[src/rtl/reaction_ctrl.sv]
// reaction_ctrl: reaction-time game round sequencer (seed draw, random pre-delay, GO, ms timing).
// Optional: define BEST_SCORE_EN to keep the best (minimum) valid reaction time on best_ms.
module reaction_ctrl #(
  parameter int MIN_DELAY_MS = 1000,
  parameter int DELAY_SCALE  = 16,
  parameter int MAX_MS       = 9999,
  parameter int CW           = 14
) (
  input  logic          clk,
  input  logic          rst_n,
  input  logic          tick_ms,
  input  logic          start_btn,
  input  logic          react_btn,
  input  logic [6:0]    lfsr_val,
  input  logic          lfsr_ready,
  output logic          lfsr_stop,
  output logic          led_go,
  output logic          busy,
  output logic [CW-1:0] rt_ms,
  output logic          rt_valid,
  output logic          too_early,
  output logic          timeout,
  output logic [CW-1:0] best_ms
);
  typedef enum logic [2:0] {IDLE, SEED, WAIT, GO, DONE, FAULT} state_t;
  localparam logic [CW-1:0] MAX    = CW'(MAX_MS);
  localparam logic [CW-1:0] MAX_M1 = CW'(MAX_MS - 1);
  localparam logic [15:0]   MIN    = 16'(MIN_DELAY_MS);
  localparam logic [15:0]   SCL    = 16'(DELAY_SCALE);
  state_t      state;
  logic        start_q, react_q;
  logic [15:0] cnt;
  logic        start_e, react_e;
  assign start_e = start_btn & ~start_q;
  assign react_e = react_btn & ~react_q;
  always_ff @(posedge clk or negedge rst_n) begin
    if (!rst_n) begin
      state     <= IDLE;
      start_q   <= 1'b0;
      react_q   <= 1'b0;
      cnt       <= '0;
      lfsr_stop <= 1'b0;
      led_go    <= 1'b0;
      busy      <= 1'b0;
      rt_ms     <= '0;
      rt_valid  <= 1'b0;
      too_early <= 1'b0;
      timeout   <= 1'b0;
    end else begin
      start_q <= start_btn;
      react_q <= react_btn;
      case (state)
        IDLE, DONE, FAULT: if (start_e) begin
          state     <= SEED;
          lfsr_stop <= 1'b1;
          busy      <= 1'b1;
          rt_valid  <= 1'b0;
          too_early <= 1'b0;
          timeout   <= 1'b0;
        end
        SEED: if (lfsr_ready) begin
          cnt       <= MIN + 16'(lfsr_val) * SCL;
          state     <= WAIT;
          lfsr_stop <= 1'b0;
        end
        // a false start wins over the final delay tick
        WAIT: if (react_e) begin
          state     <= FAULT;
          too_early <= 1'b1;
          busy      <= 1'b0;
        end else if (tick_ms) begin
          cnt <= cnt - 16'd1;
          if (cnt == 16'd1) begin
            state  <= GO;
            led_go <= 1'b1;
            rt_ms  <= '0;
          end
        end
        GO: if (react_e) begin
          state    <= DONE;
          rt_valid <= 1'b1;
          led_go   <= 1'b0;
          busy     <= 1'b0;
        end else if (tick_ms) begin
          if (rt_ms == MAX_M1) begin
            rt_ms   <= MAX;
            state   <= DONE;
            timeout <= 1'b1;
            led_go  <= 1'b0;
            busy    <= 1'b0;
          end else rt_ms <= rt_ms + CW'(1);
        end
        default: state <= IDLE;
      endcase
    end
  end
`ifdef BEST_SCORE_EN
  always_ff @(posedge clk or negedge rst_n) begin
    if (!rst_n) best_ms <= '1;
    else if (state == GO && react_e && rt_ms < best_ms) best_ms <= rt_ms;
  end
`else
  assign best_ms = '0;
`endif
endmodule
[config.mk]
export PLATFORM = sky130hd
export DESIGN_NAME = reaction_ctrl
export DESIGN_NICKNAME = d
export VERILOG_FILES = /design/src/rtl/reaction_ctrl.sv
export SDC_FILE = /design/constraint.sdc
export NUM_CORES = 1
export LEC_CHECK = 0
export CAP_MARGIN = 10
export CORE_ASPECT_RATIO = 0.5
export CORE_MARGIN = 1
export CORE_UTILIZATION = 23
export DETAILED_ROUTE_END_ITERATION = 8
export GPL_ROUTABILITY_DRIVEN = 0
export PLACE_DENSITY_LB_ADDON = 0.08
export SYNTH_ARGS = -nofsm -noshare
export SYNTH_HDL_FRONTEND = slang
export SYNTH_SLANG_ARGS = --single-unit
[constraint.sdc]
create_clock -name clk -period 1.9 [get_ports clk]
set_input_delay 0.38 -clock clk [delete_from_list [all_inputs] [get_ports clk]]
set_output_delay 0.38 -clock clk [all_outputs]
set_load 0.02 [all_outputs]
==> results of run 1 <==
-- cells in the mapped netlist (all sizes together), types with 3 or more instances --
master | count | share of area, %
nor2 | 23 | 3.4
a211oi | 3 | 0.90
a21oi | 7 | 1.4
nand3 | 15 | 3.2
nor3 | 16 | 4.1
nand4 | 5 | 1.2
nor4 | 4 | 1.5
dfrtp | 41 | 41
ha | 5 | 2.5
o21ai | 32 | 6.4
nor2b | 3 | 0.75
nand2b | 7 | 1.7
buf | 21 | 6.4
or3 | 5 | 1.2
inv | 9 | 1.3
clkbuf | 7 | 1.0
or2 | 3 | 0.75
nand2 | 20 | 3.0
a21o | 4 | 1.2
xor2 | 5 | 1.7
a31oi | 10 | 2.5
o31ai | 5 | 2.0
xnor2 | 5 | 1.7
-- cells by family (layout without fill, tap and decap cells) --
logic type / Yosys count / count (layout) / share of synthesized area, %
flops: 41 / 41 / 40.9
simple gates: 112 / 112 / 24.8
xor+xnor: 10 / 10 / 3.49
fa+ha+maj: 5 / 5 / 2.49
buf+inv: 37 / 105 / 8.83
other cells: 1 / 14 / 0.149
compound gates: 76 / 76 / 19.4
-- repair_timing --
item | CTS | global route
gates resized for setup | 12 | 15
pin swaps | 3 | 4
setup buffers | 4 | 3
setup endpoints to repair | 17 | 27
gates cloned | 0 | 1
-- flip-flops by register name (all words and copies together) (netlist names) --
name / flops
busy: 1
react_q: 1
state: 3
rt_ms: 14
cnt: 16
timeout: 1
lfsr_stop: 1
rt_valid: 1
led_go: 1
too_early: 1
start_q: 1
-- worst register-to-register path, stage by stage, from the launching register on --
cell and delay [ns]:
dfrtp_1 0.39, or4_4 0.57, nor3_4 0.21, buf_4 0.16, buf_6 0.09, nand3_2 0.05
or3_1 0.33, a21oi_2 0.13
-- cell type report --
cell class | count | area, sq um | share of cell area [%]
multi-input cells | 217 | 1380 | 39.3
flip-flops and latches | 41 | 1030 | 29.2
repair buffers | 88 | 761 | 21.6
well taps | 140 | 175 | 4.97
clock buffers | 6 | 129 | 3.66
inverters | 9 | 33.8 | 0.959
clock inverters | 2 | 10.0 | 0.284
-- worst min path at each step --
stage / from / slack (ns) / cells after the start / to
finish: rst_n / 0.01 / 1 / rt_ms[13]
global route: rst_n / 0.04 / 1 / rt_ms[13]
CTS: rst_n / 0.02 / 1 / rt_ms[13]
detailed placement: rst_n / 0.33 / 1 / rt_ms[8]
global placement: rst_n / 0.33 / 1 / rt_ms[9]
floorplan: rst_n / 0.08 / 0 / busy
-- routing by layer --
metal	GRT usage [%]	vias to the layer above	share of wire [%]
li1	-	1156	-
met1	19.0	1149	52
met2	22.5	42	44
met3	2.99	5	2.8
met4	3.37	0	0.74
met5	0	-	0
-- power groups by stage --
stage | clock network, mW | logic (mW) | registers (mW)
floorplan | 0 | 0.932 | 1.42
global placement | 0 | 1.77 | 1.29
detailed placement | 0 | 1.77 | 1.30
CTS | 0.859 | 1.85 | 1.29
global route | 0.894 | 2.13 | 1.34
finish | 0.836 | 1.91 | 1.30
==> impl_summary.log, run 1 <==
[metrics] average cell area after synthesis: around 8.9 sq um
[metrics] nature of the critical path endpoint: flip-flop
[metrics] peak supply drop: roughly 0.34 mV
[metrics] switching share of power: 38.1%
[metrics] overall die width: approximately 150 microns
[metrics] internal power component: 2.51 mW
[metrics] violated checks: negative setup slack
[metrics] worst endpoint data arrival time: ~2.2 ns
[metrics] cell count after placement: 488
[metrics] Cell Chain, Critical Path: or4_4, nor3_4, buf_4, buf_6, nand3_2, or3_1, a21oi_2
[metrics] portion of total power attributed to the clock network: roughly a fifth
[metrics] startpoint kind of the worst setup timing path: flip-flop
[metrics] delay-heaviest family, CP: simple AND/OR/NAND/NOR gates
[metrics] initial core utilization: about a quarter
[metrics] Worst setup endpoint: cnt[13]
[metrics] # rows: 26
[metrics] flip-flop and latch count after synthesis: around 40
[metrics] slack of the worst reg-to-reg path: -0.09 ns
[metrics] placement-stage cell area: approximately 3200 sq um
[metrics] total stage count of the critical path: 7
[metrics] post-synthesis sequential area ratio: around two fifths
[metrics] antenna cell count: 0
[metrics] mapped cell area: roughly 2500 sq um
[metrics] crit path from: cnt[8]
[metrics] antenna-violating nets left: 0
[metrics] longest individual stage delay on the worst path: roughly 0.57 ns
[metrics] CTS Hold Bufs: 0
[metrics] count of buffers from port buffering: 32
[metrics] post-detailed-routing wire length: 7300 microns
[metrics] Yosys cell types: 50
[metrics] power spent charging and discharging nets: about 1.5 mW
[metrics] Max Cap Viol: 0
[metrics] Pwr Density: 1150 nW/um^2
[metrics] Total Power: 4.05 mW
[metrics] iteration-0 DRC count of the detailed router: 69
[metrics] core outline area: approximately 10000 sq um
[metrics] result of the run: finished, violations left
[metrics] # DRC: 0
[metrics] number of global-route vias before repair: around 2300
[metrics] total grt overflow: 0
[metrics] Worst Setup Slack post-DPL: -0.279 ns
[metrics] Design Area, Final: between 3000 and 4000 sq um
[metrics] critical register-to-register path endpoint: cnt[13]
[metrics] pin count of the biggest net entering global routing: 28
[metrics] highest-delay cell along the critical path: or4_4
[metrics] total negative slack: -0.230 ns
[metrics] part of the total power dissipated in combinational logic: between 40 and 50%
[metrics] final period demand of the worst path: 1.99 ns
[metrics] most common cell after layout, fill and taps aside: buf_4
[metrics] Period Utilization, post-route: 105%
[metrics] sum of buffers and inverters on the critical path: 2
[metrics] Reg2Reg Depth: 7
[metrics] post-DP HPWL: ~5200 microns
[metrics] cts bufs inserted: 5
[metrics] wire length of the first global-routing pass: ~12000 microns
[metrics] Primary FF master, synth: dfrtp_1
[metrics] Static Leakage: about 1.5 nW
[metrics] Synth async-reset ratio: 100%
[metrics] FF-to-FF Start: cnt[8]
[metrics] part of the power in registers: between 30% and 40%
[metrics] Max Fclk: around 500 MHz
[metrics] final non-filler cell total: slightly above 500
[metrics] endpoints failing hold: 0
[metrics] clock tree buffer depth: 2
[metrics] fin worst setup slack: -0.0899 ns
[metrics] share of final-layout standard cells stronger than drive strength 1: 24.8%
[metrics] fill cell instance count of the final layout: between 1000 and 1500
[metrics] antenna violations before repair: 0
[metrics] global router's overall resource usage: 13.9%
[metrics] path type of the worst min-delay path: input pin to asynchronous set/reset pin
[metrics] Via Count: 2352
[metrics] number of optimization iterations in the first detailed-route pass: 4
[metrics] CTS root buffer: clkbuf_16
[metrics] insertion delay to the later sink of the worst-skew pair: just under 0.3 ns
[metrics] Setup violations, final: 8
[metrics] Area growth syn-to-layout: 40.4%
[metrics] largest driver fanout on the critical path: 3
[metrics] Post-Synthesis Cells: 282
[metrics] critical path start-end classification: flip-flop to flip-flop
[metrics] most used cells in the layout excluding fill and tap cells: buf_4, dfrtp_1, clkdlybuf4s50_1
[metrics] DIE AREA: around 11000 sq um
[metrics] RSZ-0062 raised after global routing: yes
[metrics] count of flip-flops with a built-in enable after synthesis: 0
[metrics] die boundary height: ~76 microns
[metrics] CTS tree: built
[metrics] # clock sinks: 41
[metrics] final core area utilization: ~34%
[metrics] clock skew after layout: between 0.009 and 0.01 ns
[metrics] count of synthesis-stage warnings from yosys: 0
[metrics] Max Transition Viols Final: 0
[metrics] hold_ws: between 0.01 and 0.015 ns
[metrics] number of vias per cell after detailed routing: about 4.7
[metrics] H-Tree Depth: 2
[metrics] layout net count: 380
[metrics] Avg WL per Cell: approximately 15 microns
[metrics] CTS clock-pin slew for the worst setup and hold paths: 0.07 ns
[metrics] Critical Path RT: approximately 2.1 ns
[metrics] number of top-level pins: between 40 and 50
Power figures use the tool's default switching activity.
==> inputs of run 2 (changes only) <==
CORE_MARGIN = 2   (was 1)
CORE_UTILIZATION = 47   (was 23)
CTS_CLUSTER_DIAMETER = 80   (was unset)
==> run 2 against run 1 <==
Effect of this change: the flow still finishes with violations (negative setup slack); non-clock buffer count up 4; first-iteration DRC count up 83%; cell count is 13% lower; combinational power is 3% higher; register-to-register slack better by 0.04 ns; via count grew 3.3%; routed wire length decreased by 7.4%; core utilization rose by 35 points; clock skew fell by 0.0064 ns; total power shrank 3.0%; maximum frequency grew 2.2%; sequential cell count unchanged; highest routed layer unchanged.
==> impl_summary.log, run 2 (synthesis gave the netlist of run 1 again) <==
[metrics] insertion delay to the later sink of the worst-skew pair: 0.29 ns
[metrics] antenna violations before repair: 0
[metrics] CTS tree: built
[metrics] result of the run: finished, violations left
[metrics] Reg2Reg Depth: 8
[metrics] Period Utilization, post-route: 103%
[metrics] path type of the worst min-delay path: input pin to asynchronous set/reset pin
[metrics] die boundary height: roughly 56 microns
[metrics] startpoint kind of the worst setup timing path: flip-flop
[metrics] final period demand of the worst path: 1.95 ns
[metrics] Max Transition Viols Final: 0
[metrics] RSZ-0062 raised after global routing: yes
[metrics] count of buffers from port buffering: 32
[metrics] iteration-0 DRC count of the detailed router: 126
[metrics] antenna cell count: 0
[metrics] # rows: 18
[metrics] # clock sinks: slightly above 40
[metrics] Cell Chain, Critical Path: inv_2, ha_4, or4bb_4, nor4_4, buf_6, nand2b_4, o22ai_1, a21o_1
[metrics] endpoints failing hold: 0
[metrics] violated checks: negative setup slack
[metrics] fill cell instance count of the final layout: 410
[metrics] total grt overflow: 0
[metrics] number of vias per cell after detailed routing: about 5.6
[metrics] H-Tree Depth: 2
[metrics] peak supply drop: approximately 0.72 mV
[metrics] wire length of the first global-routing pass: approximately 11000 microns
[metrics] initial core utilization: 50.0%
[metrics] critical path start-end classification: flip-flop to flip-flop
[metrics] most common cell after layout, fill and taps aside: buf_4
[metrics] nature of the critical path endpoint: flip-flop
[metrics] Max Fclk: approximately 510 MHz
[metrics] CTS clock-pin slew for the worst setup and hold paths: around 0.08 ns
[metrics] longest individual stage delay on the worst path: 0.47 ns
[metrics] Total Power: about 3.9 mW
[metrics] post-DP HPWL: about 4700 microns
[metrics] clock skew after layout: approximately 0.0034 ns
[metrics] placement-stage cell area: roughly 3200 sq um
[metrics] Avg WL per Cell: approximately 15 microns
[metrics] Max Cap Viol: 0
[metrics] Area growth syn-to-layout: 37.9%
[metrics] Static Leakage: about 1.5 nW
[metrics] number of global-route vias before repair: ~2400
[metrics] DIE AREA: approximately 6000 sq um
[metrics] Pwr Density: approximately 1100 nW/um^2
[metrics] fin worst setup slack: -0.0477 ns
[metrics] number of flip-flops in the largest register: 16
[metrics] number of top-level pins: 47
[metrics] largest driver fanout on the critical path: 8
[metrics] share of final-layout standard cells stronger than drive strength 1: 27.2%
[metrics] pin count of the biggest net entering global routing: 19
[metrics] # DRC: 0
[metrics] overall die width: between 100 and 150 microns
[metrics] worst endpoint data arrival time: about 2.1 ns
[metrics] Critical Path RT: ~2.1 ns
[metrics] post-detailed-routing wire length: a little under 7000 microns
[metrics] largest register by flop count: cnt
[metrics] clock tree buffer depth: 2
[metrics] layout net count: about 380
[metrics] Regs by FF count: cnt (16), rt_ms (14), state (3)
[metrics] global router's overall resource usage: around 23%
[metrics] CTS root buffer: clkbuf_8
[metrics] Setup violations, final: 4
[metrics] core outline area: approximately 5000 sq um
[metrics] Via Count: ~2400
[metrics] antenna-violating nets left: 0
[metrics] cts bufs inserted: 5
[metrics] Design Area, Final: 3460 sq um
[metrics] number of optimization iterations in the first detailed-route pass: 4
[metrics] slack of the worst reg-to-reg path: -0.05 ns
[metrics] most used cells in the layout excluding fill and tap cells: buf_4, dfrtp_1, clkdlybuf4s50_1
[metrics] highest-delay cell along the critical path: or4bb_4
[run 2: final cells by class]
cell class | count | area (sq um) | share of cell area [%]
Tap cell | 70 | 87.6 | 2.53
Timing Repair Buffer | 92 | 783 | 22.6
Clock inverter | 1 | 5.00 | 0.145
Clock buffer | 7 | 96.3 | 2.79
Sequential cell | 41 | 1030 | 29.8
Inverter | 9 | 33.8 | 0.977
Multi-Input combinational cell | 217 | 1420 | 41.1
[run 2: timing repair]
item	CTS	global route
hold buffers	1	0
gates resized for setup	9	35
setup endpoints to repair	15	31
hold endpoints to repair	6	0
buffers inserted	3	3
cloned	0	1
pin swaps	4	11
[run 2: critical path, delay by kind of cell, from the launching register on]
family                   cells  cell delay [ns]
AND/OR/NAND/NOR              3             0.81
flip-flops                   1             0.41
adder cells (fa/ha/maj)      1             0.13
AO/OA/AOI/OAI                2             0.23
buffers and inverters        2             0.26
[run 2: per-layer routing]
metal  part of all wire (%)  track usage [%]
met5                      0                0
met4                   0.62             5.01
met3                    5.4             5.39
met2                     49             38.6
met1                     45             30.4
[run 2: worst paths after layout]
| path | start | endpoint |
|---|---|---|
| hold reg to reg | lfsr_stop | lfsr_stop |
| setup reg to reg | rt_ms[0] | rt_ms[5] |
| setup / recovery | rt_ms[0] | rt_ms[5] |
| min in group clk | lfsr_stop | lfsr_stop |
| hold / removal | rst_n | cnt[4] |
| max in group asynchronous | rst_n | rt_ms[7] |
[run 2: power breakdown]
group          leakage [nW]  switching, mW  internal [mW]
sequential            0.525          0.208           1.11
combinational         0.925           1.03          0.945
clock                0.0542          0.312          0.329
[run 2: metrics by stage]
step / instances / utilization (%) / setup WS [ns] / TNS, ns / hold slack (ns)
finish: 437 / 68.9 / -0.0477 / -0.0983 / 0.441
global route: 437 / 68.9 / -0.124 / -1.20 / 0.463
CTS: 433 / 66.2 / -0.0661 / -0.333 / 0.443
detailed placement: 421 / 63.1 / -0.260 / -4.42 / 0.226
global placement: 421 / 63.1 / -0.224 / -3.20 / 0.223
floorplan: 295 / - / -0.0249 / -0.0249 / 0.0844
==> inputs of run 3 (changes only) <==
ABC_CLOCK_PERIOD_IN_PS = 1900   (was unset)
CTS_CLUSTER_DIAMETER = unset   (was 80)
MAX_ROUTING_LAYER = met4   (was unset)
==> run 3 against run 2 <==
Effect of this change: the flow still finishes with violations (negative setup slack); global-route usage up 0.72 points; clock skew fell by 0.00087 ns; non-clock buffer count up 1; core utilization increased by 1.0 points; clock power about the same; cell area increased by 1.4%; setup slack is essentially flat; largest cell class unchanged; highest routed layer unchanged; sequential cell count unchanged; routed wire length increased by 1.2%.
==> impl_summary.log, run 3 (synthesis gave the netlist of run 1 again) <==
[metrics] sum of buffers and inverters on the critical path: 2
[metrics] Cell Chain, Critical Path: inv_2, ha_4, or4bb_4, nor4_4, buf_6, nand2b_4, o22ai_1, a21o_1
[metrics] delay-heaviest family, CP: simple AND/OR/NAND/NOR gates
[metrics] post-DP HPWL: between 4000 and 5000 microns
[metrics] routed wire length on met3: between 300 and 400 microns
[metrics] # rows: 18
[metrics] total grt overflow: 0
[metrics] Critical Path RT: around 2.1 ns
[metrics] part of the total power dissipated in combinational logic: 50.5%
[metrics] part of the power in registers: between 30% and 40%
[metrics] Max Transition Viols Final: 0
[metrics] # clock sinks: 41
[metrics] count of buffers from port buffering: 32
[metrics] Max Fclk: a little over 500 MHz
[metrics] path type of the worst min-delay path: input pin to asynchronous set/reset pin
[metrics] global router's overall resource usage: between 20% and 30%
[metrics] number of top-level pins: 47
[metrics] RSZ-0062 raised after global routing: yes
[metrics] longest individual stage delay on the worst path: 0.47 ns
[metrics] number of vias per cell after detailed routing: around 5.6
[metrics] endpoints failing hold: 0
[metrics] total negative slack: -0.0642 ns
[metrics] peak supply drop: between 0.7 and 0.8 mV
[metrics] CTS clock-pin slew for the worst setup and hold paths: ~0.080 ns
[metrics] insertion delay to the later sink of the worst-skew pair: about 0.29 ns
[metrics] violated checks: negative setup slack
[metrics] CTS root buffer: clkbuf_8
[metrics] final period demand of the worst path: 1.95 ns
[metrics] # DRC: 0
[metrics] highest-delay cell along the critical path: or4bb_4
[metrics] post-detailed-routing wire length: about 7000 microns
[metrics] number of optimization iterations in the first detailed-route pass: 5
[metrics] Period Utilization, post-route: 102%
[metrics] share of final-layout standard cells stronger than drive strength 1: 28.5%
[metrics] hold_ws: between 0.4 and 0.5 ns
[metrics] portion of total power attributed to the clock network: roughly 16%
[metrics] switching share of power: between 30% and 40%
[metrics] clock tree buffer depth: 2
[metrics] largest register by flop count: cnt
[metrics] Regs by FF count: cnt (16), rt_ms (14), state (3)
[metrics] worst endpoint data arrival time: ~2.1 ns
[metrics] number of flip-flops in the largest register: 16
[metrics] Area growth syn-to-layout: 39.9%
[metrics] Max Cap Viol: 0
[metrics] fill cell instance count of the final layout: 403
[metrics] nature of the critical path endpoint: flip-flop
[metrics] Static Leakage: 1.52 nW
[metrics] layout net count: slightly below 400
[metrics] result of the run: finished, violations left
[metrics] Worst Setup Slack post-DPL: -0.260 ns
[metrics] most common cell after layout, fill and taps aside: buf_4
[metrics] fin worst setup slack: -0.0475 ns
[metrics] iteration-0 DRC count of the detailed router: 85
[metrics] placement-stage cell area: approximately 3200 sq um
[metrics] H-Tree Depth: 2
[metrics] critical path start-end classification: flip-flop to flip-flop
[metrics] overall die width: between 100 and 150 microns
[metrics] die boundary height: about 56 microns
[metrics] internal power component: 2.41 mW
[metrics] Design Area, Final: between 3000 and 4000 sq um
[metrics] power spent charging and discharging nets: roughly 1.6 mW
[metrics] wire length the detailed router placed on met1: just over 3000 microns
[metrics] highest routed layer: met4
[metrics] most used cells in the layout excluding fill and tap cells: buf_4, dfrtp_1, clkdlybuf4s50_1
[metrics] largest driver fanout on the critical path: 8
[metrics] CTS tree: built
[metrics] antenna violations before repair: 0
[metrics] initial core utilization: between 40 and 50%
[metrics] Via Count: about 2400
[metrics] cts bufs inserted: 5
[metrics] antenna-violating nets left: 0
[metrics] antenna cell count: 0
[metrics] startpoint kind of the worst setup timing path: flip-flop
[metrics] pin count of the biggest net entering global routing: 19
[metrics] Total Power: slightly below 4 mW
[metrics] DIE AREA: about 6000 sq um
[metrics] wire length of the first global-routing pass: around 11000 microns
[metrics] clock skew after layout: between 0.002 and 0.003 ns
[metrics] Setup violations, final: 3
[metrics] sum of met2 wire segment lengths after detailed routing: 3370 microns
[metrics] core outline area: ~5000 sq um
[metrics] Avg WL per Cell: around 16 microns
[metrics] Pwr Density: around 1100 nW/um^2
[metrics] number of global-route vias before repair: between 2000 and 2500
## run 3: final timing paths
| kind | from | to | slack, ns | depth (start not counted) |
|---|---|---|---|---|
| min in group clk | lfsr_stop | lfsr_stop | 0.49 | 1 |
| worst max register to register | rt_ms[0] | rt_ms[5] | -0.05 | 8 |
| worst max-delay path | rt_ms[0] | rt_ms[5] | -0.05 | 8 |
| worst min register to register | lfsr_stop | lfsr_stop | 0.49 | 1 |
| max in group asynchronous | rst_n | rt_ms[7] | 0.95 | 3 |
| worst min-delay path | rst_n | cnt[4] | 0.44 | 2 |
## run 3: routing by layer
metal | up-vias | track usage (%)
met1 | 1195 | 30.8
met3 | 9 | 5.04
met2 | 80 | 38.7
met5 | - | -
met4 | 0 | 4.82
li1 | 1162 | -
## run 3: final cells by class
type,count,area (sq um),area share (%)
multi-input cells,217,1450,41.4
repair buffers,93,805,22.9
inverters,9,33.8,0.963
clock inverters,1,5.00,0.143
well taps,70,87.6,2.50
clock buffers,7,96.3,2.75
flip-flops and latches,41,1030,29.4
## run 3: metrics by stage
stage | std cells | util, %
after floorplan | 295 | -
final | 438 | 69.9
after detailed placement | 421 | 63.1
after global placement | 421 | 63.1
after global routing | 438 | 69.9
after CTS | 433 | 66.2
## run 3: worst reg2reg max path, stage by stage (launching register included)
cell and delay, ns:
dfrtp_2 0.41, inv_2 0.08, ha_4 0.13, or4bb_4 0.47, nor4_4 0.21, buf_6 0.18
nand2b_4 0.13, o22ai_1 0.08, a21o_1 0.15
## run 3: power groups by stage
stage                     logic (mW)  clock network [mW]  registers [mW]
after floorplan                0.932                   0            1.42
after global placement          1.70                   0            1.30
after detailed placement        1.74                   0            1.30
after CTS                       1.82               0.658            1.29
after global routing            2.18               0.685            1.35
final                           2.00               0.642            1.32
## run 3: timing repair
item	in CTS	in global routing
hold endpoints to repair	6	0
gates cloned	0	1
hold buffers	1	0
resized for setup	9	49
buffers inserted	3	4
setup endpoints to repair	15	31
pin swaps	4	15
